--- config.mk ---
export PLATFORM = sky130hd
export DESIGN_NAME = ysyx_22041071_pc_gen
export DESIGN_NICKNAME = d
export VERILOG_FILES = /design/src/rtl/ysyx_22041071_pc_gen.sv
export SDC_FILE = /design/constraint.sdc
export NUM_CORES = 1
export LEC_CHECK = 0
export CORE_ASPECT_RATIO = 1.25
export CORE_MARGIN = 1.5
export CORE_UTILIZATION = 35
export CTS_CLUSTER_SIZE = 30
export DETAILED_ROUTE_END_ITERATION = 7
export HOLD_SLACK_MARGIN = 0.12
export PLACE_DENSITY = 0.72
export SYNTH_ARGS = -nofsm -noshare
export SYNTH_HDL_FRONTEND = slang
export SYNTH_SLANG_ARGS = --single-unit
--- constraint.sdc ---
create_clock -name clk -period 2.9 [get_ports clk]
set_input_delay 0.58 -clock clk [delete_from_list [all_inputs] [get_ports clk]]
set_output_delay 0.58 -clock clk [all_outputs]
set_load 0.01 [all_outputs]
--- src/rtl/ysyx_22041071_pc_gen.sv ---
// ----------------------------------------------------------------------------
// ysyx_22041071_pc_gen
//   PC generation stage at the head of the pipeline. It holds the fetch PC and
//   drives it to IF with a valid1/ready1 handshake. The PC advances by
//   INST_BYTES on each accepted request, takes redirects from later stages,
//   and stops for good on a halt request. Only reset leaves HALT.
//
// Ports
//   clk             in   1       pipeline clock
//   reset           in   1       asynchronous, active-high reset
//   ready1          in   1       IF can accept PC1 this cycle
//   redirect_valid  in   1       one-cycle redirect request from EX/WB
//   redirect_pc     in   ADDR_W  redirect target (low two bits truncated)
//   halt_req        in   1       stop fetching (sticky until reset)
//   valid1          out  1       PC1 is a valid fetch request
//   PC1             out  ADDR_W  fetch PC presented to IF
//   misalign        out  1       pulse: the previous redirect had pc[1:0]!=0
//   halted          out  1       block is in HALT
//
// Optional feature (macro YSYX_22041071_PCGEN_PERF_EN)
//   When defined, three saturating 64-bit counters are added as outputs:
//   perf_issue (handshakes), perf_stall (RUN cycles with valid1&!ready1) and
//   perf_redir (redirects taken in RUN). When undefined, the ports and the
//   counter logic are absent and the functional behaviour is unchanged.
// ----------------------------------------------------------------------------
module ysyx_22041071_pc_gen #(
  parameter int                ADDR_W     = 64,
  parameter logic [ADDR_W-1:0] START_ADDR = ADDR_W'(64'h8000_0000),
  parameter int                INST_BYTES = 4
) (
  input  logic              clk,
  input  logic              reset,
  input  logic              ready1,
  input  logic              redirect_valid,
  input  logic [ADDR_W-1:0] redirect_pc,
  input  logic              halt_req,
  output logic              valid1,
  output logic [ADDR_W-1:0] PC1,
  output logic              misalign,
  output logic              halted
`ifdef YSYX_22041071_PCGEN_PERF_EN
  ,
  output logic [63:0]       perf_issue,
  output logic [63:0]       perf_stall,
  output logic [63:0]       perf_redir
`endif
);

  localparam logic [ADDR_W-1:0] PC_INC = ADDR_W'(INST_BYTES);

  typedef enum logic [1:0] {
    S_BOOT = 2'd0,
    S_RUN  = 2'd1,
    S_HALT = 2'd2
  } state_t;

  state_t            r_state;
  state_t            w_state_nxt;
  logic [ADDR_W-1:0] r_pc;
  logic [ADDR_W-1:0] w_pc_nxt;
  logic              r_misalign;
  logic              w_misalign_nxt;
  logic              w_run;
  logic              w_handshake;
  logic              w_redir_take;

  assign w_run        = (r_state == S_RUN);
  assign w_handshake  = w_run & ready1;
  // A halt in the same cycle pre-empts the redirect.
  assign w_redir_take = w_run & !halt_req & redirect_valid;

  // State register
  always_ff @(posedge clk or posedge reset) begin
    if (reset) begin
      r_state <= S_BOOT;
    end else begin
      r_state <= w_state_nxt;
    end
  end

  // Next-state logic: BOOT lasts exactly one cycle; HALT is terminal.
  always_comb begin
    w_state_nxt = r_state;
    unique case (r_state)
      S_BOOT:  w_state_nxt = S_RUN;
      S_RUN:   if (halt_req) w_state_nxt = S_HALT;
      S_HALT:  w_state_nxt = S_HALT;
      default: w_state_nxt = S_BOOT;
    endcase
  end

  // Outputs decoded from state so async reset reaches them without a clock.
  always_comb begin
    valid1 = 1'b0;
    halted = 1'b0;
    unique case (r_state)
      S_RUN:   valid1 = 1'b1;
      S_HALT:  halted = 1'b1;
      default: ;
    endcase
  end

  // PC update: halt > redirect > handshake. A redirect flushes the current
  // request whether or not it was accepted, so it overrides the increment.
  always_comb begin
    w_pc_nxt       = r_pc;
    w_misalign_nxt = 1'b0;
    if (w_run && !halt_req) begin
      if (redirect_valid) begin
        w_pc_nxt       = {redirect_pc[ADDR_W-1:2], 2'b00};
        w_misalign_nxt = |redirect_pc[1:0];
      end else if (ready1) begin
        w_pc_nxt = r_pc + PC_INC;
      end
    end
  end

  always_ff @(posedge clk or posedge reset) begin
    if (reset) begin
      r_pc       <= START_ADDR;
      r_misalign <= 1'b0;
    end else begin
      r_pc       <= w_pc_nxt;
      r_misalign <= w_misalign_nxt;
    end
  end

  assign PC1      = r_pc;
  assign misalign = r_misalign;

`ifdef YSYX_22041071_PCGEN_PERF_EN
  function automatic logic [63:0] sat_inc(input logic [63:0] v);
    return (&v) ? v : v + 64'd1;
  endfunction

  logic [63:0] r_perf_issue;
  logic [63:0] r_perf_stall;
  logic [63:0] r_perf_redir;

  always_ff @(posedge clk or posedge reset) begin
    if (reset) begin
      r_perf_issue <= '0;
      r_perf_stall <= '0;
      r_perf_redir <= '0;
    end else begin
      if (w_handshake)          r_perf_issue <= sat_inc(r_perf_issue);
      if (w_run && !ready1)     r_perf_stall <= sat_inc(r_perf_stall);
      if (w_redir_take)         r_perf_redir <= sat_inc(r_perf_redir);
    end
  end

  assign perf_issue = r_perf_issue;
  assign perf_stall = r_perf_stall;
  assign perf_redir = r_perf_redir;
`else
  logic w_unused_perf;
  assign w_unused_perf = w_handshake | w_redir_take;
`endif

endmodule

# --- Word level (Yosys, flattened, before mapping) ---
# Cells that the tools add are included.
# Widths: inputs -> output; s select.
word_totals:
  reg_bits: 67
  output_inout_bits: 67
  wordCells: 21
op_classes:
  n_addsub: 1
  eq_ne: 3
  muxes: 8
  n_reduce_logical: 6
ops:
  columns: ["cell", "n"]
  rows:
  - ["$mux 64", 2]
  - ["$add 64x3->64 const B", 1]
  - ["$pmux 2 s3", 1]
  - ["$mux 1", 4]
  - ["$eq 2x1->1 const B", 1]
  - ["$eq 2x2->1 const B", 1]
  - ["$logic_not 2->1", 1]
  - ["$mux 2", 1]
  - ["$ne 2x2->1 const B", 1]
  - ["$reduce_and 2->1", 1]
  - ["$reduce_bool 2->1", 1]
  - ["$reduce_or 2->1", 1]
  - ["$logic_and 1x1->1", 1]
  - ["$logic_not 1->1", 1]

# --- Depth between registers and ports, before layout ---
# Gate-level depths: netlist of the first run.
depth:
  depth_word: 3
  ltp_mapped: 8
  ltp_nobuf: 7

# --- Least setup slack after synthesis of the first run ---
# OpenSTA, ideal clock, no wires.
synth_timing:
  path_kind: "reg2reg"
  startpoint: "register r_pc[2] (netlist: PC1[2])"
  endpoint: "register r_pc[60] (netlist: PC1[60])"
  setup_time_ps: 104
  arrival_ps: 2012
  path_slack_ps: 785
  stages_incl_launch_ff: 7
  path_buffers: 0
  period_less_slack_ps: 2115
  cell_sequence: "dfrtp_1 ha_1 nand4_1 nor4_4 nand3_2 or4_1 o311ai_1"
synth_via:
  elab_chain_cells: 3
synth_rtl:
  columns: ["element", "line", "rtl"]
  rows:
  - ["from (decl)", "59", "logic [ADDR_W-1:0] r_pc;"]
  - ["from (signal assigned)", "123", "r_pc <= w_pc_nxt;"]
  - ["$add 64x3->64", "113", "w_pc_nxt = r_pc + PC_INC;"]
  - ["$mux 64", "112", "end else if (ready1) begin"]
  - ["$mux 64", "109", "if (redirect_valid) begin"]
# No other way between the ends. The select of a mux whose other input is x is not followed.
# A chain may end at the register's enable or synchronous reset.

# --- Final worst setup path of the first run ---
# Same ends and word-level chain as after synthesis.

==> metrics.cfg, run 1 <==
[floorplanning]
dieArea_sq_um = 14070
die_y_um = 132.2
start_util_pct = 35.51
core_sq_um = 13170
fp.dieW_um = 106.4
rows = 47
io_pins = 136

[setup_path]
critPathRequiredTime_ns = 3.14
reg2reg_depth = 6
critPathArrivalTime_ns = 2.72
crit_path_end_kind = flip-flop
rr_endpoint = PC1[60]$_DFFE_PP0P_
start_kind = flip-flop
cp_max_fo = 10
crit_type = reg2reg
rr_startpoint = PC1[2]$_DFFE_PP0P_
reg2reg_setup_slack_ns = 0.41

[finish]
nFillCells = 1300
layout-drive-gt1-share_pct = 8.755
nets = 799
areaGrowthSynthToFinish_pct = 40.64
fin_util_pct = 49.93
stdcell_count = 902
antennaDiodeCount = 0

[timing]
hold_viol = 0
period_share_pct = 85.73
fmax_mhz = 402.2
skew_ns = 0.01052
fin_crit_ns = 2.486
max-slew-margin-rel_pct = 55.30
final_max_slew_viol_count = 0
finalSetupViolations = 0
rsz0062_at_grt = no
worst_pin_slew_ns = 0.6643
setup_tns_ns = 0
timing.final.ws_setup_ns = 0.4138

[synthesis]
synth.cell_area_sq_um = 4677
syn_avg_cell_area_sq_um = 7.874
yosys_warnings = 0
syn-instance-count = 594
synth-async-reset-ratio_pct = 100.0
ys_ff_latch = 65
synth_flop_cell = dfrtp_1
synth.distinct_cells = 62
synth_seq_area_share_pct = 34.80
synth_edf_count = 0

[clock_tree]
cts_buffers = 9
cts_max_level = 3
post-cts-setup-buffers = 0
clockBufferDepth = 2
cts_tree = built
cts_resized = 0
cts.clk_slew.worst_paths_ns = 0.06
clock-root-buffer = clkbuf_16
hold_buffers = 0
clk-insertion-delay-late_ns = 0.34
numClockSinks = 65

[placement]
place_inst = 886
place_ws_ns = 0.4086
numPortBuffers = 133
hpwl_mm = 13.28
place_congestion = 0.9531

[grt]
grt_pass1_vias = 5328
antenna_found_initial = 0
grt_pass1_wl_mm = 28.87
grt_use_total_pct = 26.16
overflow = 0
grt_max_degree = 60

[hold_path]
min_path_type = reg2reg
min_to = PC1[3]$_DFFE_PP0P_
worstHoldPathCells = 2
min_from = PC1[3]$_DFFE_PP0P_

[route]
dr_total_vias = 5548
antenna_left = 0
wire_per_inst_um = 20.38
drt-initial-drc-count = 445
drtPass1Iterations = 5
wl_mm = 18.38
viasPerCell = 6.151
drc = 0

[pwr]
p_leak_nw = 2.453
powerDensity_nw_per_um2 = 756.8
irDropWorstVdd_uv = 389.8
finalPower_w = 0.004978

[run_status]
status = complete, no violations

[run]
maxCapViolations = 0

[area by class of cell]
type	count	area, sq um	area share [%]
Timing Repair Buffer	159	1546	23.51
Clock buffer	13	260.3	3.957
Clock inverter	3	15.01	0.2283
Inverter	16	60.06	0.9131
Sequential cell	65	1628	24.75
Multi-Input combinational cell	475	2854	43.39
Tap cell	171	214.0	3.253
[cells by family (layout without fill, tap and decap cells)]
| family | after synthesis | in the layout | synth area share, % |
|---|---|---|---|
| AO/OA/AOI/OAI | 152 | 152 | 21.05 |
| multiplexers | 7 | 7 | 1.525 |
| flip-flops | 65 | 65 | 34.80 |
| other | 1 | 2 | 0.08018 |
| buffers and inverters | 55 | 191 | 4.655 |
| adder cells (fa/ha/maj) | 4 | 4 | 1.070 |
| AND/OR/NAND/NOR | 310 | 310 | 36.81 |
[cell usage in the layout (no fill, tap or decap), types with 4 or more instances in the layout]
cell type        Yosys  final
mux2i_1              6      6
clkbuf_16            0      9
dfrtp_1             64     64
o2bb2ai_1            5      5
nand4_1             38     38
a311oi_1             4      4
or3_1               12     12
a22oi_1              8      8
and3_1              21     21
a32oi_1              4      4
buf_4                2     24
nor4_1              21     21
nor2_1              52     51
nand2_1             49     49
nor2b_1              5      5
and4_1               4      4
nand2b_1             4      4
nand3_1             45     45
a21oi_1             35     35
o21ai_0             39     39
or4_1                8      8
o211ai_1            11     11
and2_1               5      5
inv_1               16     15
a31oi_1              5      5
o22ai_1             10     10
clkdlybuf4s50_1      0    132
a211oi_1             4      4
ha_1                 4      4
nor3_1              26     26
[registers in the layout, summed over array words and instances, names as in the netlist]
| name | count |
|---|---|
| misalign | 1 |
| r_state | 2 |
| PC1 | 62 |
[through the flow]
stage	area (sq um)	hold WS, ns
2_1_floorplan	4681	0.5516
3_3_place_gp	6302	0.5146
3_5_place_dp	6302	0.5479
4_1_cts	6578	0.5628
5_1_grt	6578	0.5962
6_report	6578	0.5491
[power breakdown]
group	total, W	switching (W)	internal, W
clock	0.00104	0.000421	0.000622
combinational	0.00216	0.00110	0.00106
sequential	0.00178	0.000555	0.00122
total	0.00498	0.00207	0.00290
[per-layer routing]
layer | up-vias | wire (um) | GRT usage, %
met1 | 2665 | 7285 | 32.19
met3 | 44 | 1429 | 5.932
li1 | 2549 | - | -
met5 | - | 0 | 0
met4 | 0 | 694 | 11.49
met2 | 290 | 8971 | 43.51
[worst max-delay path by stage]
stage                  startpoint             endpoint  slack (ns)  cells past startpoint
5_1_grt        PC1[2]$_DFFE_PP0P_  PC1[60]$_DFFE_PP0P_        0.16                      6
2_1_floorplan               reset  PC1[10]$_DFFE_PP0P_        0.70                      1
3_5_place_dp   PC1[2]$_DFFE_PP0P_  PC1[60]$_DFFE_PP0P_        0.41                      6
4_1_cts        PC1[2]$_DFFE_PP0P_  PC1[60]$_DFFE_PP0P_        0.40                      6
3_3_place_gp             halt_req  PC1[59]$_DFFE_PP0P_        0.50                      8
6_report       PC1[2]$_DFFE_PP0P_  PC1[60]$_DFFE_PP0P_        0.41                      6
[Yosys cell counts, drive strengths merged, types with 5 or more instances]
| master | instances | share of area [%] |
|---|---|---|
| clkbuf | 27 | 2.2 |
| nor4 | 26 | 4.7 |
| o2bb2ai | 5 | 0.94 |
| nand2 | 49 | 3.9 |
| nor3 | 29 | 3.4 |
| a31oi | 5 | 0.67 |
| nand4 | 39 | 5.4 |
| inv | 16 | 1.3 |
| buf | 12 | 1.2 |
| o22ai | 10 | 1.3 |
| a22oi | 8 | 1.3 |
| and2 | 5 | 0.67 |
| nor2 | 53 | 4.3 |
| nand3 | 49 | 5.8 |
| dfrtp | 64 | 34 |
| or3 | 12 | 1.6 |
| o21ai | 40 | 4.3 |
| a21oi | 35 | 3.7 |
| o211ai | 11 | 1.8 |
| mux2i | 6 | 1.3 |
| and3 | 21 | 2.8 |
| or4 | 8 | 1.3 |
| nor2b | 5 | 0.67 |
[worst max-delay path: stages (launching register included)]
cell and delay [ns]:
dfrtp_1 0.41, ha_1 0.24, nand4_1 0.28, nor4_4 0.53
nand3_2 0.13, or4_1 0.56, o311ai_1 0.24
Note: power is estimated with default switching activity, not from simulation.
==> inputs of run 2 (changes only) <==
--- a/config.mk
+++ b/config.mk
@@ -7,11 +7,11 @@
 export LEC_CHECK = 0
 export CORE_ASPECT_RATIO = 1.25
 export CORE_MARGIN = 1.5
-export CORE_UTILIZATION = 35
+export CORE_UTILIZATION = 40
 export CTS_CLUSTER_SIZE = 30
 export DETAILED_ROUTE_END_ITERATION = 7
 export HOLD_SLACK_MARGIN = 0.12
-export PLACE_DENSITY = 0.72
+export PLACE_DENSITY = 0.79
 export SYNTH_ARGS = -nofsm -noshare
 export SYNTH_HDL_FRONTEND = slang
 export SYNTH_SLANG_ARGS = --single-unit
==> metrics.cfg, run 2 (synthesis gave the netlist of run 1 again) <==
[clock_tree]
clk-insertion-delay-late_ns = 0.34
numClockSinks = 65
cts_buffers = 9
cts.clk_slew.worst_paths_ns = 0.06
clockBufferDepth = 2
hold_buffers = 0
cts_tree = built
post-cts-setup-buffers = 0
clock-root-buffer = clkbuf_16
cts_resized = 0
cts_max_level = 3

[grt]
antenna_found_initial = 0
grt_pass1_wl_mm = 28.04
overflow = 0
grt_max_degree = 56
grt_use_total_pct = 28.81
grt_pass1_vias = 5402

[floorplanning]
io_pins = 136
start_util_pct = 41.59
core_sq_um = 11240
die_y_um = 123.9
rows = 43
fp.dieW_um = 99.72
dieArea_sq_um = 12350

[route]
wl_mm = 17.77
drt-initial-drc-count = 569
viasPerCell = 6.488
drc = 0
dr_total_vias = 5632
drtPass1Iterations = 5
wire_per_inst_um = 20.47
antenna_left = 0

[timing]
period_share_pct = 86.33
final_max_slew_viol_count = 0
finalSetupViolations = 0
skew_ns = 0.007312
fmax_mhz = 399.4
timing.final.ws_setup_ns = 0.3964
max-slew-margin-rel_pct = 25.34
setup_tns_ns = 0
worst_pin_slew_ns = 1.116
fin_crit_ns = 2.504
hold_viol = 0
rsz0062_at_grt = no

[setup_path]
cp_max_fo = 9
start_kind = flip-flop
critPathArrivalTime_ns = 2.73
rr_endpoint = PC1[41]$_DFFE_PP0P_
crit_path_end_kind = flip-flop
critPathRequiredTime_ns = 3.13
rr_startpoint = PC1[31]$_DFFE_PP1P_
reg2reg_depth = 5
crit_type = reg2reg
reg2reg_setup_slack_ns = 0.40

[finish]
mostFrequentLayoutCell = clkdlybuf4s50_1
seqCellArea_sq_um = 1628
largest_reg_flops = 62
final_cell_mix = clkdlybuf4s50_1 (132), dfrtp_1 (64), nor2_1 (51), nand2_1 (49), nand3_1 (45)
layout-drive-gt1-share_pct = 8.868
multi_input_area_sq_um = 2854
nets = 803
areaGrowthSynthToFinish_pct = 39.81
fin_util_pct = 58.15
nFillCells = 1015
antennaDiodeCount = 0

[pwr]
powerDensity_nw_per_um2 = 754.9
irDropWorstVdd_uv = 377.1
p_leak_nw = 2.461
finalPower_w = 0.004936

[placement]
hpwl_mm = 12.77
numPortBuffers = 133
place_ws_ns = 0.2389
place_congestion = 0.9119

[run]
maxCapViolations = 0

[hold_path]
min_to = PC1[3]$_DFFE_PP0P_
worstHoldPathCells = 2
min_path_type = reg2reg
min_from = PC1[3]$_DFFE_PP0P_

[run_status]
status = complete, no violations

==> run 2: cell types whose count changed in the layout (fill, tap and decap cells not counted) <==
| cell | change |
|---|---|
| clkbuf_1 | +1 |
| buf_4 | +5 |
| buf_12 | -1 |
| clkinv_2 | -3 |
==> run 2: critical path: stages, from the launching register on <==
cell and delay, ns:
dfstp_2 0.56, nand4_1 0.37, nor3_1 0.58, nand3_1 0.27
or3_1 0.43, and3_1 0.18
==> run 2: metrics by stage <==
step           hold WS [ns]  cells  instance area, sq um
5_1_grt              0.5867    868                  6539
3_3_place_gp         0.5303    854                  6275
6_report             0.5709    868                  6539
3_5_place_dp         0.5551    854                  6275
4_1_cts              0.5683    868                  6539
2_1_floorplan        0.5516    595                  4681
==> run 2: routing by layer <==
metal	wire (um)	part of all wire, %	up-vias	global-route usage (%)
li1	-	-	2546	-
met5	0	0	-	0
met3	1584	8.9	33	5.612
met1	6931	39	2709	35.83
met4	362	2.0	0	9.507
met2	8888	50	344	50.17
==> run 2: area by class of cell <==
class                           count  share of cell area (%)
Multi-Input combinational cell    475                   43.65
Sequential cell                    65                   24.89
Timing Repair Buffer              163                   23.92
Clock buffer                       14                   4.038
Tap cell                          135                   2.583
Inverter                           16                  0.9185
==> run 2: how the worst max path moves through the flow <==
| stage | from | endpoint | slack (ns) | depth (start not counted) |
|---|---|---|---|---|
| global route | PC1[2]$_DFFE_PP0P_ | PC1[60]$_DFFE_PP0P_ | 0.23 | 7 |
| finish | PC1[31]$_DFFE_PP1P_ | PC1[41]$_DFFE_PP0P_ | 0.40 | 5 |
| global placement | ready1 | PC1[30]$_DFFE_PP0P_ | 0.28 | 5 |
| CTS | PC1[2]$_DFFE_PP0P_ | PC1[60]$_DFFE_PP0P_ | 0.42 | 7 |
| floorplan | reset | PC1[10]$_DFFE_PP0P_ | 0.70 | 1 |
| detailed placement | ready1 | PC1[30]$_DFFE_PP0P_ | 0.24 | 5 |
==> run 2: report_power, final <==
group / leakage, nW / switching (W) / internal [W] / total (W)
Clock: 0.129 / 0.000401 / 0.000617 / 0.00102
Sequential: 0.749 / 0.000529 / 0.00122 / 0.00175
Combinational: 1.58 / 0.00111 / 0.00106 / 0.00217
==> inputs of run 3 (changes only) <==
--- a/config.mk
+++ b/config.mk
@@ -5,13 +5,15 @@
 export SDC_FILE = /design/constraint.sdc
 export NUM_CORES = 1
 export LEC_CHECK = 0
+export CELL_PAD_IN_SITES_DETAIL_PLACEMENT = 0
+export CELL_PAD_IN_SITES_GLOBAL_PLACEMENT = 1
 export CORE_ASPECT_RATIO = 1.25
 export CORE_MARGIN = 1.5
-export CORE_UTILIZATION = 40
+export CORE_UTILIZATION = 35
 export CTS_CLUSTER_SIZE = 30
 export DETAILED_ROUTE_END_ITERATION = 7
 export HOLD_SLACK_MARGIN = 0.12
-export PLACE_DENSITY = 0.79
+export PLACE_DENSITY = 0.92
 export SYNTH_ARGS = -nofsm -noshare
 export SYNTH_HDL_FRONTEND = slang
 export SYNTH_SLANG_ARGS = --single-unit
==> metrics.cfg, run 3 (synthesis gave the netlist of run 1 again) <==
[route]
drc = 0
wl_mm = 17.10
antenna_left = 0
drtPass1Iterations = 6
wire_per_inst_um = 19.04
viasPerCell = 6.058
drt-initial-drc-count = 408
dr_total_vias = 5440

[placement]
place_congestion = 0.9538
numPortBuffers = 133
hpwl_mm = 12.31
post_dp_cell_area_sq_um = 6285
place_inst = 882

[setup_path]
critPathRequiredTime_ns = 3.14
slowest_stage = nor4_4
crit_path_end_kind = flip-flop
critPathBufInv = 0
cpMostUsedCell = nand4_1
cp_max_fo = 9
crit_type = reg2reg
critPathArrivalTime_ns = 2.89
worstPathCellList = ha_1, nand4_1, nor4_4, nand4_1, o31a_1, a311oi_1
start_kind = flip-flop
max_stage_delay_ns = 0.54
critPathTopFamily = simple AND/OR/NAND/NOR gates

[pwr]
powerDensity_nw_per_um2 = 756.4
irDropWorstVdd_uv = 395.7
combPwrFrac_pct = 42.8
p_leak_nw = 2.439
p_int_w = 0.002971
p_seq_share_pct = 35.3
switching_power_w = 0.002003
switching_share_pct = 40.27
p_clk_share_pct = 21.8

[timing]
skew_ns = 0.006846
fin_crit_ns = 2.650
final_max_slew_viol_count = 0
setup_tns_ns = 0
finalSetupViolations = 0
rsz0062_at_grt = no
period_share_pct = 91.39
fmax_mhz = 377.3
worst_pin_slew_ns = 0.6788
holdWs_ns = 0.5599
hold_viol = 0
max-slew-margin-rel_pct = 54.58

[run]
maxCapViolations = 0

[clock_tree]
cts_max_level = 3
numClockSinks = 65
cts.clk_slew.worst_paths_ns = 0.06
cts_tree = built
post-cts-setup-buffers = 0
clock-root-buffer = clkbuf_16
cts_resized = 0
cts_buffers = 9
clockBufferDepth = 2
clk-insertion-delay-late_ns = 0.33
hold_buffers = 0

[floorplanning]
dieArea_sq_um = 14070
fp.dieW_um = 106.4
rows = 47
die_y_um = 132.2
io_pins = 136
start_util_pct = 35.51
core_sq_um = 13170

[run_status]
status = complete, no violations

[finish]
fin_area_sq_um = 6575
stdcell_count = 898
nFillCells = 1280
mostFrequentLayoutCell = clkdlybuf4s50_1
fin_util_pct = 49.91
antennaDiodeCount = 0
nets = 795
multi_input_area_sq_um = 2854
largest_reg_flops = 62
final_cell_mix = clkdlybuf4s50_1 (132), dfrtp_1 (64), nor2_1 (51), nand2_1 (49), nand3_1 (45)
layout-drive-gt1-share_pct = 8.116
seqCellArea_sq_um = 1628
areaGrowthSynthToFinish_pct = 40.58

[grt]
grt_use_total_pct = 24.26
busiest_layer = met2
antenna_found_initial = 0
overflow = 0
grt_use_met3_pct = 5.833
grt_pass1_vias = 5295
grt_pass1_wl_mm = 27.03
met1_usage_pct = 29.26
grt.met2_usage_pct = 40.14
grt_max_degree = 62

[hold_path]
min_path_type = reg2reg

-- run 3: cell types whose count changed in the layout (fill, tap and decap cells not counted) --
| cell | delta |
|---|---|
| clkbuf_8 | -1 |
| bufinv_16 | +1 |
| clkinv_2 | +2 |
| buf_12 | +2 |
| buf_4 | -10 |
-- run 3: per-stage QoR --
stage | total power (W) | setup slack [ns]
after floorplan | 0.002720 | 0.6952
after global placement | 0.003820 | 0.3447
after detailed placement | 0.003868 | 0.2703
after CTS | 0.004975 | 0.2431
after global routing | 0.005279 | 0.08836
final | 0.004974 | 0.2495
-- run 3: power by group through the flow --
| stage | Clock (W) | Combinational (W) | Sequential (W) |
|---|---|---|---|
| 4_1_cts | 0.00110 | 0.00213 | 0.00175 |
| 5_1_grt | 0.00114 | 0.00233 | 0.00181 |
| 3_5_place_dp | 0 | 0.00211 | 0.00175 |
| 6_report | 0.00109 | 0.00213 | 0.00176 |
| 3_3_place_gp | 0 | 0.00208 | 0.00174 |
| 2_1_floorplan | 0 | 0.000965 | 0.00176 |
-- run 3: final cells by class --
cell class	count	share of cell area, %
Clock buffer	13	3.806
Clock inverter	3	0.6089
Inverter	16	0.9134
Multi-Input combinational cell	475	43.41
Sequential cell	65	24.76
Tap cell	171	3.254
Timing Repair Buffer	155	23.25
-- run 3: worst paths after layout --
path | cells past startpoint | from | slack, ns | end
max | 6 | PC1[2]$_DFFE_PP0P_ | 0.25 | PC1[54]$_DFFE_PP0P_
min | 2 | PC1[3]$_DFFE_PP0P_ | 0.56 | PC1[3]$_DFFE_PP0P_
max reg2reg | 6 | PC1[2]$_DFFE_PP0P_ | 0.25 | PC1[54]$_DFFE_PP0P_
min reg2reg | 2 | PC1[3]$_DFFE_PP0P_ | 0.56 | PC1[3]$_DFFE_PP0P_
max in group asynchronous | 3 | reset | 1.67 | PC1[32]$_DFFE_PP0P_
min in group asynchronous | 2 | reset | 0.63 | PC1[63]$_DFFE_PP0P_
-- run 3: worst min-delay path: cells and delay by family, from the launching register on --
kind / cells / cell delay, ns
compound gates: 1 / 0.06
flops: 1 / 0.40
simple gates: 1 / 0.06
-- run 3: per-layer routing --
| layer | part of all wire, % | wire, um |
|---|---|---|
| met1 | 39 | 6629 |
| met2 | 48 | 8291 |
| met3 | 9.0 | 1545 |
| met4 | 3.7 | 632 |
| met5 | 0 | 0 |
